## src/rtl/acq_scheduler_if.sv

```systemverilog
// Frame-level handshake between acq_scheduler, the sensor driver and the AXIS packetizer.
// master: the scheduler (drives frame_*, observes the sensor stream and packetizer busy).
// slave:  the datapath side (drives sensor stream and pkt_busy, observes frame_*).
interface acq_scheduler_if;
  logic        sensor_valid;
  logic [9:0]  sensor_index;
  logic        pkt_busy;
  logic        frame_trigger;
  logic        frame_active;
  logic        frame_send_raw;
  logic        frame_last;
  logic [15:0] frame_id;

  modport master (
    input  sensor_valid, sensor_index, pkt_busy,
    output frame_trigger, frame_active, frame_send_raw, frame_last, frame_id
  );

  modport slave (
    output sensor_valid, sensor_index, pkt_busy,
    input  frame_trigger, frame_active, frame_send_raw, frame_last, frame_id
  );
endinterface

```

## src/rtl/acq_scheduler.sv

```systemverilog
// Frame scheduler for the S15611 acquisition chain: periodic frame triggers, frame
// completion tracking, per-frame mode/last latching and packetizer back-pressure.
// Optional capture watchdog: define ACQ_SCHED_TIMEOUT_EN to compile it in; otherwise
// err_timeout is tied low and a capture waits indefinitely for the last pixel.
module acq_scheduler #(
  parameter int unsigned FRAME_PIXELS   = 1024,
  parameter int unsigned TIMEOUT_CYCLES = 200000
) (
  input  logic          master_clock,
  input  logic          resetn,
  input  logic          cfg_start,
  input  logic          cfg_stop,
  input  logic          cfg_continuous,
  input  logic [15:0]   cfg_num_frames,
  input  logic [31:0]   cfg_frame_period,
  input  logic          cfg_send_raw,
  acq_scheduler_if.master bus,
  output logic          run_busy,
  output logic          run_done,
  output logic          err_timeout,
  output logic          err_overrun
);

  localparam logic [9:0] LastIndex = 10'(FRAME_PIXELS - 1);

  typedef enum logic [2:0] {
    StIdle, StTrigger, StCapture, StDrain, StWaitPeriod, StDone
  } state_e;

  state_e state_q, state_d;

  logic        cont_q, cont_d;
  logic [15:0] num_q, num_d;
  logic [31:0] period_q, period_d;
  logic [31:0] period_cnt_q, period_cnt_d;
  logic        stop_q, stop_d;
  logic [15:0] frame_id_q, frame_id_d;
  logic        send_raw_q, send_raw_d;
  logic        last_q, last_d;
  logic        trigger_q, trigger_d;
  logic        active_q, active_d;
  logic        busy_q, busy_d;
  logic        done_q, done_d;
  logic        overrun_q, overrun_d;
  logic        err_timeout_q;
  logic        timeout_hit;
  logic        frame_done;

  assign frame_done = bus.sensor_valid && (bus.sensor_index == LastIndex);

`ifdef ACQ_SCHED_TIMEOUT_EN
  localparam int unsigned WdogW = $clog2(TIMEOUT_CYCLES + 1);
  logic [WdogW-1:0] wdog_q, wdog_d;
  logic             err_timeout_d;

  // Counts clocks since the trigger; fires on the last allowed capture cycle.
  assign timeout_hit = (state_q == StCapture) && (wdog_q >= WdogW'(TIMEOUT_CYCLES - 1));

  // Watchdog and sticky timeout flag next-state.
  always_comb begin
    wdog_d        = wdog_q;
    err_timeout_d = err_timeout_q;
    if (state_d == StTrigger) begin
      wdog_d = '0;
    end else if ((state_q == StTrigger || state_q == StCapture) && (wdog_q != '1)) begin
      wdog_d = wdog_q + 1'b1;
    end
    if (state_q == StIdle && cfg_start) begin
      err_timeout_d = 1'b0;
    end else if (timeout_hit && !frame_done) begin
      err_timeout_d = 1'b1;
    end
  end

  // Watchdog registers.
  always_ff @(posedge master_clock or negedge resetn) begin
    if (!resetn) begin
      wdog_q        <= '0;
      err_timeout_q <= 1'b0;
    end else begin
      wdog_q        <= wdog_d;
      err_timeout_q <= err_timeout_d;
    end
  end
`else
  assign timeout_hit   = 1'b0;
  assign err_timeout_q = 1'b0;
`endif

  // State register.
  always_ff @(posedge master_clock or negedge resetn) begin
    if (!resetn) state_q <= StIdle;
    else         state_q <= state_d;
  end

  // Next-state logic.
  always_comb begin
    state_d = state_q;
    unique case (state_q)
      StIdle:       if (cfg_start) state_d = StTrigger;
      StTrigger:    state_d = StCapture;
      StCapture:    if (frame_done || timeout_hit) state_d = StDrain;
      StDrain: begin
        if (!bus.pkt_busy) begin
          if (err_timeout_q || stop_q || (!cont_q && (frame_id_q >= num_q))) state_d = StDone;
          else                                                             state_d = StWaitPeriod;
        end
      end
      StWaitPeriod: if (period_cnt_q >= period_q - 32'd1) state_d = StTrigger;
      StDone:       state_d = StIdle;
      default:      state_d = StIdle;
    endcase
  end

  // Output and run-context next values; the _d of the latched config is used on the
  // first trigger because it is captured on the same edge.
  always_comb begin
    cont_d       = cont_q;
    num_d        = num_q;
    period_d     = period_q;
    stop_d       = stop_q;
    frame_id_d   = frame_id_q;
    send_raw_d   = send_raw_q;
    last_d       = last_q;
    overrun_d    = overrun_q;
    period_cnt_d = period_cnt_q;

    if (state_q == StIdle) begin
      if (cfg_start) begin
        cont_d     = cfg_continuous;
        num_d      = (cfg_num_frames == 16'd0) ? 16'd1 : cfg_num_frames;
        period_d   = (cfg_frame_period < 32'd2) ? 32'd2 : cfg_frame_period;
        frame_id_d = '0;
        overrun_d  = 1'b0;
        stop_d     = cfg_stop;
      end
    end else if (cfg_stop) begin
      stop_d = 1'b1;
    end

    if (state_q == StCapture && frame_done) frame_id_d = frame_id_q + 16'd1;

    // Leaving CAPTURE+DRAIN already past the period means the trigger is late.
    if (state_q == StWaitPeriod && period_cnt_q >= period_q) overrun_d = 1'b1;

    if (state_d == StTrigger) begin
      send_raw_d = cfg_send_raw;
      last_d     = !cont_d && (frame_id_d == num_d - 16'd1);
    end else if (state_d == StDone) begin
      last_d = 1'b0;
    end

    if (state_d == StTrigger) begin
      period_cnt_d = '0;
    end else if (state_q != StIdle && period_cnt_q != '1) begin
      period_cnt_d = period_cnt_q + 32'd1;
    end

    trigger_d = (state_d == StTrigger);
    active_d  = (state_d == StTrigger) || (state_d == StCapture);
    busy_d    = (state_d != StIdle);
    done_d    = (state_d == StDone);
  end

  // Registered outputs and run context.
  always_ff @(posedge master_clock or negedge resetn) begin
    if (!resetn) begin
      cont_q       <= 1'b0;
      num_q        <= '0;
      period_q     <= '0;
      period_cnt_q <= '0;
      stop_q       <= 1'b0;
      frame_id_q   <= '0;
      send_raw_q   <= 1'b0;
      last_q       <= 1'b0;
      trigger_q    <= 1'b0;
      active_q     <= 1'b0;
      busy_q       <= 1'b0;
      done_q       <= 1'b0;
      overrun_q    <= 1'b0;
    end else begin
      cont_q       <= cont_d;
      num_q        <= num_d;
      period_q     <= period_d;
      period_cnt_q <= period_cnt_d;
      stop_q       <= stop_d;
      frame_id_q   <= frame_id_d;
      send_raw_q   <= send_raw_d;
      last_q       <= last_d;
      trigger_q    <= trigger_d;
      active_q     <= active_d;
      busy_q       <= busy_d;
      done_q       <= done_d;
      overrun_q    <= overrun_d;
    end
  end

  assign bus.frame_trigger  = trigger_q;
  assign bus.frame_active   = active_q;
  assign bus.frame_send_raw = send_raw_q;
  assign bus.frame_last     = last_q;
  assign bus.frame_id       = frame_id_q;
  assign run_busy           = busy_q;
  assign run_done           = done_q;
  assign err_timeout        = err_timeout_q;
  assign err_overrun        = overrun_q;

endmodule

```

## src/flat_wrapper.sv

```systemverilog
// flat-port wrapper written by rule: the top's interface ports become plain ports
module acq_scheduler_flat 
#(
  parameter int unsigned FRAME_PIXELS   = 1024,
  parameter int unsigned TIMEOUT_CYCLES = 200000
)
  (master_clock, resetn, cfg_start, cfg_stop, cfg_continuous, cfg_num_frames, cfg_frame_period, cfg_send_raw, run_busy, run_done, err_timeout, err_overrun, bus_sensor_valid, bus_sensor_index, bus_pkt_busy, bus_frame_trigger, bus_frame_active, bus_frame_send_raw, bus_frame_last, bus_frame_id);
  acq_scheduler_if bus_i ();
  input  logic master_clock;
  input  logic resetn;
  input  logic cfg_start;
  input  logic cfg_stop;
  input  logic cfg_continuous;
  input  logic [15:0] cfg_num_frames;
  input  logic [31:0] cfg_frame_period;
  input  logic cfg_send_raw;
  output logic run_busy;
  output logic run_done;
  output logic err_timeout;
  output logic err_overrun;
  input wire logic [$bits(bus_i.sensor_valid)-1:0] bus_sensor_valid;
  input wire logic [$bits(bus_i.sensor_index)-1:0] bus_sensor_index;
  input wire logic [$bits(bus_i.pkt_busy)-1:0] bus_pkt_busy;
  output wire logic [$bits(bus_i.frame_trigger)-1:0] bus_frame_trigger;
  output wire logic [$bits(bus_i.frame_active)-1:0] bus_frame_active;
  output wire logic [$bits(bus_i.frame_send_raw)-1:0] bus_frame_send_raw;
  output wire logic [$bits(bus_i.frame_last)-1:0] bus_frame_last;
  output wire logic [$bits(bus_i.frame_id)-1:0] bus_frame_id;
  assign bus_i.sensor_valid = bus_sensor_valid;
  assign bus_i.sensor_index = bus_sensor_index;
  assign bus_i.pkt_busy = bus_pkt_busy;
  assign bus_frame_trigger = bus_i.frame_trigger;
  assign bus_frame_active = bus_i.frame_active;
  assign bus_frame_send_raw = bus_i.frame_send_raw;
  assign bus_frame_last = bus_i.frame_last;
  assign bus_frame_id = bus_i.frame_id;
  acq_scheduler #(.FRAME_PIXELS(FRAME_PIXELS), .TIMEOUT_CYCLES(TIMEOUT_CYCLES)) u_core (.master_clock(master_clock), .resetn(resetn), .cfg_start(cfg_start), .cfg_stop(cfg_stop), .cfg_continuous(cfg_continuous), .cfg_num_frames(cfg_num_frames), .cfg_frame_period(cfg_frame_period), .cfg_send_raw(cfg_send_raw), .bus(bus_i), .run_busy(run_busy), .run_done(run_done), .err_timeout(err_timeout), .err_overrun(err_overrun));
endmodule
```

## config.mk

```make
export PLATFORM = sky130hd
export DESIGN_NAME = acq_scheduler_flat
export DESIGN_NICKNAME = d
export VERILOG_FILES = /design/src/rtl/acq_scheduler_if.sv /design/src/rtl/acq_scheduler.sv /design/src/flat_wrapper.sv
export SDC_FILE = /design/constraint.sdc
export NUM_CORES = 1
export LEC_CHECK = 0
export CAP_MARGIN = 40
export CORE_MARGIN = 3
export CORE_UTILIZATION = 45
export DETAILED_ROUTE_END_ITERATION = 16
export PLACE_DENSITY = 0.73
export SYNTH_ARGS = -nofsm -noshare
export SYNTH_HDL_FRONTEND = slang
export SYNTH_SLANG_ARGS = --single-unit
```

## constraint.sdc

```tcl
create_clock -name master_clock -period 7.2 [get_ports master_clock]
set_input_delay 1.44 -clock master_clock [delete_from_list [all_inputs] [get_ports master_clock]]
set_output_delay 1.44 -clock master_clock [all_outputs]
set_load 0.005 [all_outputs]
```

* Yosys cells after proc, flatten, opt, wreduce, memory -nomap -nowiden
Index checks and enable logic that the tools add are counted.
Word-level totals: bits of input ports 66, register bits 108, logic and storage cells 80
Cells by class: reductions and logical operators 22, $lt $le $gt $ge 4, $add $sub $neg 4, muxes and demuxes 25, equality and inequality tests 11
Operator list (count):
- 16-bit two-way mux | 6
- 32-bit two-way mux | 3
- 32-bit greater-or-equal comparator | 2
- 32-bit by 1-bit adder with 32-bit output, second input constant | 1
- 32-bit by 2-bit < comparator with 1-bit output, second input constant | 1
- 32-bit inequality test, second input constant | 1
- 32-bit by 1-bit subtractor with 32-bit output, second input constant | 1
- 16-bit by 1-bit adder with 16-bit output, second input constant | 1
- 16-bit equality test | 1
- 16-bit greater-or-equal comparator | 1
- 16-bit logical NOT | 1
- 16-bit by 1-bit subtractor with 16-bit output, second input constant | 1
- 3-bit case mux with 5 select lines | 1
- 3-bit two-way mux | 4
- 1-bit two-way mux | 11
- 10-bit equality test, second input constant | 1
- 2-bit nonzero test | 5
- 3-bit by 2-bit equality test with 1-bit output, second input constant | 3
- 3-bit by 1-bit equality test with 1-bit output, second input constant | 2
- 3-bit equality test, second input constant | 2
- 1-bit logical AND | 6
- 2-bit AND reduction | 3
- 3-bit nonzero test | 2
- 3-bit logical NOT | 1
- other kinds (3) | 5

* Longest topological paths before layout
Gate-level depths: netlist of run 1.
depth after elaboration 9, mapped depth 21

* Worst setup path before layout of run 1
OpenSTA, ideal clock, no wires.
kind in2reg, start point input port cfg_start, end point register u_core.last_q (netlist: u_core.bus.frame_last), arrival time 4.958 ns, slack 2.146 ns, buffers on the path 4, setup time 0.095 ns, stages on the path 15, cell sequence nor4b_1 clkbuf_1 clkbuf_1 clkbuf_1 clkbuf_1 nor2_1 a21oi_1 ha_1 nand3_1 xnor2_1 xnor2_1 a21oi_1 or4_1 or4_1 o31ai_1
On the way: longest elaborated chain between the ends 6, elaborated cells on any way between the ends 17, classes of those cells add/sub (1); eq/ne (3); mux (10); reduce/logical (3)
RTL lines:
- start, declared | RTL line flat_wrapper.sv:11 | input logic cfg_start;
- 16-bit two-way mux | RTL line acq_scheduler.sv:129 | if (cfg_start) begin
- 16-bit two-way mux | RTL line acq_scheduler.sv:128 | if (state_q == StIdle) begin
- 16-bit by 1-bit subtractor with 16-bit output or 16-bit two-way mux (tied branches) | RTL line acq_scheduler.sv:148, acq_scheduler.sv:141
- 16-bit equality test | RTL line acq_scheduler.sv:148 | last_d = !cont_d && (frame_id_d == num_d - 16'd1);
- 1-bit logical AND | RTL line acq_scheduler.sv:148
- 1-bit two-way mux | RTL line acq_scheduler.sv:146 | if (state_d == StTrigger) begin
- end signal, assigned | RTL line acq_scheduler.sv:189 | last_q <= last_d;
- end, declared | RTL line acq_scheduler.sv:39 | logic last_q, last_d;
Several ways; a longest one is shown, not always the timed one. A chain may end at the register's enable or synchronous reset.

* Final worst setup path of run 1
start point register u_core.period_q[2], end point register u_core.period_cnt_q[23]
On the way: longest elaborated chain between the ends 6, elaborated cells on any way between the ends 7, classes of those cells add/sub (1); order compare (1); eq/ne (1); mux (3); reduce/logical (1)
RTL lines:
- start, declared | RTL line acq_scheduler.sv:34 | logic [31:0] period_q, period_d;
- start signal, assigned | RTL line acq_scheduler.sv:184 | period_q <= period_d;
- 32-bit by 1-bit subtractor with 32-bit output (*) | RTL line acq_scheduler.sv:109 | StWaitPeriod: if (period_cnt_q >= period_q - 32'd1) state_d = StTrigger;
- 32-bit greater-or-equal comparator (*) | RTL line acq_scheduler.sv:109
- 3-bit two-way mux (*) | RTL line acq_scheduler.sv:109
- 3-bit case mux with 5 select lines (*) | RTL line acq_scheduler.sv:99 | unique case (state_q)
- 3-bit by 1-bit equality test with 1-bit output (*) | RTL line acq_scheduler.sv:153 | if (state_d == StTrigger) begin
- 32-bit two-way mux or 2-bit nonzero test (tied branches)
- end signal, assigned | RTL line acq_scheduler.sv:185 | period_cnt_q <= period_cnt_d;
- end, declared | RTL line acq_scheduler.sv:35 | logic [31:0] period_cnt_q, period_cnt_d;
Mark *: on every way between the ends. The rest lies on a longest branch, timed or not.

==> run metrics, run 1 <==
hold path start=u_core.bus.frame_send_raw; CTS tree=done; final core utilization=55.4%; sequential-to-total area share from yosys stat=34.3%; status=finished, final reports clean; height of the die=around 140 um; final-report setup violation count=0; Port Buf Inserts=88; Final nets=~1,100; Syn Area/Cell=~8.8 um2; fraction of post-synthesis cell area in the top cell type by area=about a third; Synth Instances=900; Synth-to-Final Area Change=18.7%; share of final-layout standard cells stronger than drive strength 1=under 10%; destination of the worst register-to-register timing path=u_core.period_cnt_q[23]; number of max-cap violations=0; buffers from clock root to sink, at most=2; synthesized net count=~1,100; maximum vdd ir drop=between 0.1 and 0.15 mV; Clk pin slew, worst setup/hold paths=0.08 ns; antenna-violating nets left=0; area of placed instances=about 0.0090 mm2; vias per cell=~5.6; transition time at the pin with the least slew margin=approximately 0.9 ns; Root Buffer=sky130_fd_sc_hd__clkbuf_16; Detail Placement HPWL=between 15,000 and 20,000 um; number of placed instances with taps included=roughly 1,200; final wirelength=~20,000 um; post-synthesis register bit count=approximately 110; top cell types by occurrence after synthesis=108 x sky130_fd_sc_hd__dfrtp_1, 86 x sky130_fd_sc_hd__nand2_1, 84 x sky130_fd_sc_hd__ha_1, 80 x sky130_fd_sc_hd__nor2_1, 72 x sky130_fd_sc_hd__inv_1; die width=about 140 um; post-synth design cell area=between 0.007 and 0.008 mm2; final weighted congestion in routability-driven placement=0.919; start of the worst register-to-register path=u_core.period_q[2]; via count of the first global-routing pass=slightly below 7,000; pwr/cell area=about 310 mW/mm2; CP arrival=approximately 5.6 ns; post-route non-filler standard cell count=between 1,000 and 1,500; kind of start point of the critical path=flop; post-route DRC violation count=0; cell row count=47; Clock Latency Late Sink=~0.36 ns; register share of total power=about a third; top cells by area in the synthesized netlist=sky130_fd_sc_hd__dfrtp_1 34%, sky130_fd_sc_hd__ha_1 13%, sky130_fd_sc_hd__xnor2_1 7.2%, sky130_fd_sc_hd__nand2_1 4.1%, sky130_fd_sc_hd__nor2_1 3.8%; start-to-end type of the worst setup path=flop to flop; pin count of the biggest net entering global routing=between 60 and 70; maximum fanout encountered on the critical timing path=27; Die Area=0.0191 mm2; antenna violations before repair=0; number of primary I/O pins=90; vias=~6,800; count of unique library cells instantiated by Yosys=56; count of flip-flops with a built-in enable after synthesis=0; headroom to the max-slew limit=approximately 40%; top cell type by total area after synthesis=sky130_fd_sc_hd__dfrtp_1; Final Cell Area=between 0.009 and 0.01 mm2; antenna cells=0; share of total power in combinational logic=46.2%; Final Max Slew Viols=0; final setup slack of the worst path=between 1.5 and 2 ns; routed length per placed instance=16.6 um; setup slack after placement=between 1.5 and 2 ns; worst hold path cell count=1; total global-route track usage=between 20% and 30%; end of the worst hold path=u_core.bus.frame_send_raw; DRT iter0 DRCs=around 430; worst-case reg-to-reg path depth=20; clock period minus worst slack=5.28 ns; final total negative setup slack=0 ns; area of the core=about 0.017 mm2; total CTS buffers=9; Synth Warn #=0; Clock Skews=0.00946 ns; CTS Hold Bufs=0; setup fix buffers added after clock tree synthesis=0; H-tree lvl count=3; Max Clock Freq=0.189 GHz; most common cell in the netlist=sky130_fd_sc_hd__dfrtp_1; share of flip-flops with an asynchronous set or reset=100%; Fin. Hold Viols=0; primary flip-flop cell chosen by synthesis mapping=sky130_fd_sc_hd__dfrtp_1; starting density of the core=between 40% and 50%; final period utilization=about three quarters; net switching power=1170 uW; portion of total power attributed to the clock network=between 20% and 30%; Pre-antenna DRT Iters=7; cell-internal power=approximately 1700 uW; endpoint class of the critical path=flop; global-route wire length before repair=approximately 34,000 um; Remaining Overflow, GRT=0; Hold/Removal Path Class=flop to flop; RSZ-0062 raised after global routing=false; Switching Share=between 40% and 50%; minimum setup slack among reg-to-reg paths=1.92 ns; Critical Path RT=approximately 7.5 ns; number of gates given a new drive strength after cts=0; Lkg Pwr=about 0.0043 uW; number of clock sinks seen by CTS=108
[cells by family after synthesis]
kind of cell	Yosys count	share of synthesized area, %
multiplexers	24	3.35
adder cells (fa/ha/maj)	84	13.3
flip-flops	108	34.3
XOR/XNOR	87	9.76
buffers and inverters	98	5.00
AND/OR/NAND/NOR	346	22.4
other	1	0.0476
AO/OA/AOI/OAI	152	11.9
[flip-flops by register name (all words and copies together) (netlist names), 3 cells and up]
signal / cells
u_core.state_q: 3
u_core.period_q: 32
u_core.num_q: 16
u_core.period_cnt_q: 32
u_core.bus.frame_id: 16
[power by group through the flow]
| stage | Combinational, uW | Sequential (uW) | Clock, uW |
|---|---|---|---|
| final | 1320 | 947 | 591 |
| after global routing | 1500 | 973 | 625 |
| after global placement | 1270 | 949 | 0 |
| after floorplan | 992 | 902 | 0 |
| after detailed placement | 1310 | 955 | 0 |
| after CTS | 1320 | 945 | 599 |
[critical path: stages (launching register included)]
cell                      delay, ns
sky130_fd_sc_hd__dfrtp_1       0.41
sky130_fd_sc_hd__or4_1         0.59
sky130_fd_sc_hd__nor4_1        0.49
sky130_fd_sc_hd__nand3_1       0.23
sky130_fd_sc_hd__nor3_1        0.39
sky130_fd_sc_hd__nand3_1       0.26
sky130_fd_sc_hd__nor2b_1       0.27
sky130_fd_sc_hd__nand2_1       0.16
sky130_fd_sc_hd__nor3_1        0.21
sky130_fd_sc_hd__xnor2_1       0.15
sky130_fd_sc_hd__ha_1          0.26
sky130_fd_sc_hd__a21o_1        0.18
sky130_fd_sc_hd__a21o_1        0.16
sky130_fd_sc_hd__a21oi_1       0.12
sky130_fd_sc_hd__o21ai_0       0.09
sky130_fd_sc_hd__a21oi_1       0.19
sky130_fd_sc_hd__nand2_1       0.12
sky130_fd_sc_hd__a31oi_1       0.32
sky130_fd_sc_hd__inv_1         0.25
sky130_fd_sc_hd__buf_16        0.23
sky130_fd_sc_hd__nor2_1        0.12
[routing by layer]
metal,GRT usage [%],wire length (um),vias to the layer above
met2,34.6,9360,176
met4,7.02,585,0
li1,-,-,3329
met5,0,0,-
met1,27.4,9010,3255
met3,4.42,978,39
[cell usage in the layout, fill, tap and decap left out, types with 9 or more instances in the layout]
cell type                         netlist  routed
sky130_fd_sc_hd__nand4_1               39      39
sky130_fd_sc_hd__xnor2_1               65      65
sky130_fd_sc_hd__dfrtp_1              108     108
sky130_fd_sc_hd__a21o_1                27      27
sky130_fd_sc_hd__clkbuf_16              0       9
sky130_fd_sc_hd__nand2b_1               9       9
sky130_fd_sc_hd__xor2_1                21      21
sky130_fd_sc_hd__nor2_1                80      80
sky130_fd_sc_hd__nand3_1               27      27
sky130_fd_sc_hd__nand2_1               86      86
sky130_fd_sc_hd__inv_1                 72      72
sky130_fd_sc_hd__a21oi_1               32      32
sky130_fd_sc_hd__clkdlybuf4s50_1        0      87
sky130_fd_sc_hd__o21ai_0               52      52
sky130_fd_sc_hd__mux2i_1               17      17
sky130_fd_sc_hd__nor4_1                19      19
sky130_fd_sc_hd__nor3_1                27      27
sky130_fd_sc_hd__and3_1                13      13
sky130_fd_sc_hd__ha_1                  84      84
[through the flow]
stage	hold WS, ns	power [uW]
after floorplan	0.456	1890
after global placement	0.489	2220
after detailed placement	0.509	2270
after CTS	0.527	2870
after global routing	0.547	3100
final	0.532	2860
[area by class of cell]
type | count | area (um2)
Fill cell | 1499 | 7520
Multi-Input combinational cell | 694 | 4800
Sequential cell | 108 | 2700
Timing Repair Buffer | 94 | 963
Tap cell | 220 | 275
Inverter | 72 | 270
Clock buffer | 10 | 239
Clock inverter | 6 | 111
[how the worst max path moves through the flow]
stage | from | to | depth (start not counted)
final | u_core.period_q[2] | u_core.period_cnt_q[23] | 20
after global routing | u_core.period_q[2] | u_core.period_cnt_q[30] | 20
after CTS | u_core.period_q[2] | u_core.period_cnt_q[23] | 20
after detailed placement | cfg_start | u_core.bus.frame_last | 13
after global placement | cfg_start | u_core.bus.frame_last | 13
after floorplan | cfg_start | u_core.bus.frame_last | 15
(Power assumes the default switching activity.)
==> run 2: changes to the inputs <==
Settings changed: PLACE_DENSITY 0.73 to 0.76.
Clock period 7.2 ns to 4.4 ns, I/O delays scaled along.
==> run metrics, run 2 (synthesis results as in run 1) <==
status=finished, violations left; failing checks=setup timing; number of max-cap violations=0; biggest registers after layout=u_core.period_cnt_q: 32 flops, u_core.period_q: 32 flops; final weighted congestion in routability-driven placement=0.925; Lkg Pwr=between 0.004 and 0.005 uW; headroom to the max-slew limit=between 50% and 60%; Die Area=around 0.019 mm2; CTS tree=done; maximum vdd ir drop=~0.22 mV; cell row count=47; post-route DRC violation count=0; H-tree lvl count=3; RSZ-0062 raised after global routing=true; DRT iter0 DRCs=just under 600; final-report setup violation count=1; CTS Hold Bufs=0; area of the core=between 0.015 and 0.02 mm2; share of final-layout standard cells stronger than drive strength 1=around a tenth; Critical-path top delay cell=sky130_fd_sc_hd__or4_4; antenna-violating nets left=0; clock period minus worst slack=between 4 and 5 ns; Power Total=around 4800 uW; vias per cell=between 5 and 6; total CTS buffers=9; buffers from clock root to sink, at most=2; most common library cell in the layout ignoring fill and taps=sky130_fd_sc_hd__dfrtp_1; final wirelength=between 20,000 and 25,000 um; routed length per placed instance=between 15 and 20 um; die width=roughly 140 um; Switching Share=42.0%; antenna violations before repair=0; Pre-antenna DRT Iters=5; Fin. Hold Viols=0; Root Buffer=sky130_fd_sc_hd__clkbuf_16; Hold/Removal Path Class=flop to flop; register share of total power=about 33%; number of primary I/O pins=90; setup slack after placement=-0.104 ns; vias=7,137; Cell Chain, Critical Path=or4_4 > or3_4 > nor2b_4 > nand2_2 > nor4_4 > buf_4 > nand4_1 > nor4_4 > xnor2_1 > ha_1 > nand4_1 > nor2_2 > o311ai_1 > nand2_2 > a31oi_4 > or4_1 > o31ai_1; antenna cells=0; maximum fanout encountered on the critical timing path=4; share of total power in combinational logic=between 40 and 50%; worst-case reg-to-reg path depth=17; highest-count cells in the layout ignoring fill and taps=108 x sky130_fd_sc_hd__dfrtp_1, 87 x sky130_fd_sc_hd__clkdlybuf4s50_1, 84 x sky130_fd_sc_hd__nand2_1, 84 x sky130_fd_sc_hd__ha_1, 78 x sky130_fd_sc_hd__nor2_1; transition time at the pin with the least slew margin=~0.72 ns; global-route wire length before repair=around 34,000 um; Clock Skews=roughly 0.010 ns; cell-internal power=between 2000 and 3000 uW; Final Max Slew Viols=0; net switching power=2040 uW; final period utilization=101%; endpoint class of the critical path=flop; Detail Placement HPWL=approximately 16,000 um; CP arrival=4.72 ns; starting density of the core=a little under half; Synth-to-Final Area Change=24.1%; number of clock sinks seen by CTS=between 100 and 150; Clk pin slew, worst setup/hold paths=0.08 ns; Remaining Overflow, GRT=0; start-to-end type of the worst setup path=flop to flop; Max Clock Freq=0.224 GHz; Final nets=between 1,000 and 1,500; pwr/cell area=~500 mW/mm2; Port Buf Inserts=slightly below 90; longest individual stage delay on the worst path=between 0.5 and 0.6 ns; height of the die=approximately 140 um; via count of the first global-routing pass=7,096; Clock Latency Late Sink=approximately 0.36 ns; number of placed instances with taps included=around 1,200; pin count of the biggest net entering global routing=76; kind of start point of the critical path=flop; total global-route track usage=between 20% and 30%; worst hold path cell count=2; post-route non-filler standard cell count=about 1,200; portion of total power attributed to the clock network=a little under a fifth; final setup slack of the worst path=-0.0582 ns; Critical Path RT=approximately 4.7 ns
## run 2: stage by stage
stage | hold WS [ns] | area (um2) | utilization (%) | TNS, ns
6_report | 0.545 | 9780 | 58.0 | -0.0582
5_1_grt | 0.563 | 9780 | 58.0 | -5.96
4_1_cts | 0.546 | 9650 | 57.2 | 0
3_5_place_dp | 0.525 | 9250 | 54.8 | -1.71
3_3_place_gp | 0.519 | 9250 | 54.8 | -0.102
2_1_floorplan | 0.456 | 7890 | - | 0
## run 2: power by group through the flow
stage | registers (uW) | clock network (uW) | logic (uW)
floorplan | 1480 | 0 | 1620
global placement | 1550 | 0 | 2200
detailed placement | 1560 | 0 | 2260
CTS | 1560 | 905 | 2300
global route | 1620 | 941 | 2650
finish | 1590 | 886 | 2370
## run 2: final cells by class
cell class	instances	area, um2
sequential	108	2700
clock buffer	10	229
inverter	72	274
multi-input combinational	694	4920
clock inverter	6	88.8
fill	1463	7090
tap	220	275
timing repair buffer	136	1290
## run 2: per-layer routing
| layer | vias up | track usage (%) | wire length [um] | share of wire, % |
|---|---|---|---|---|
| met5 | - | 0 | 0 | 0 |
| met4 | 0 | 8.79 | 732 | 3.4 |
| met3 | 47 | 3.87 | 1140 | 5.3 |
| met2 | 209 | 36.6 | 10200 | 48 |
| met1 | 3466 | 27.9 | 9340 | 44 |
| li1 | 3415 | - | - | - |
## run 2: critical path: cells and delay by family (launching register included)
family | cells | cell delay [ns]
xor+xnor | 1 | 0.11
fa+ha+maj | 1 | 0.31
flops | 1 | 0.38
simple gates | 11 | 2.88
compound gates | 3 | 0.49
buf+inv | 1 | 0.19
## run 2: path summary, 6_finish.rpt
path / startpoint / endpoint / slack [ns]
max reg2reg: u_core.period_q[2] / u_core.bus.frame_last / -0.06
min: u_core.cont_q / u_core.cont_q / 0.54
max in group asynchronous: resetn / u_core.bus.frame_trigger / 2.96
min reg2reg: u_core.cont_q / u_core.cont_q / 0.54
min in group asynchronous: resetn / u_core.bus.frame_id[15] / 0.57
max: u_core.period_q[2] / u_core.bus.frame_last / -0.06
## run 2: what timing repair did
action                                  4_1_cts  5_1_grt
setup buffers                                 2        3
pin swaps                                     3        4
gates cloned                                  0        2
endpoints found under the setup margin       37       37
resized for setup                            12       15
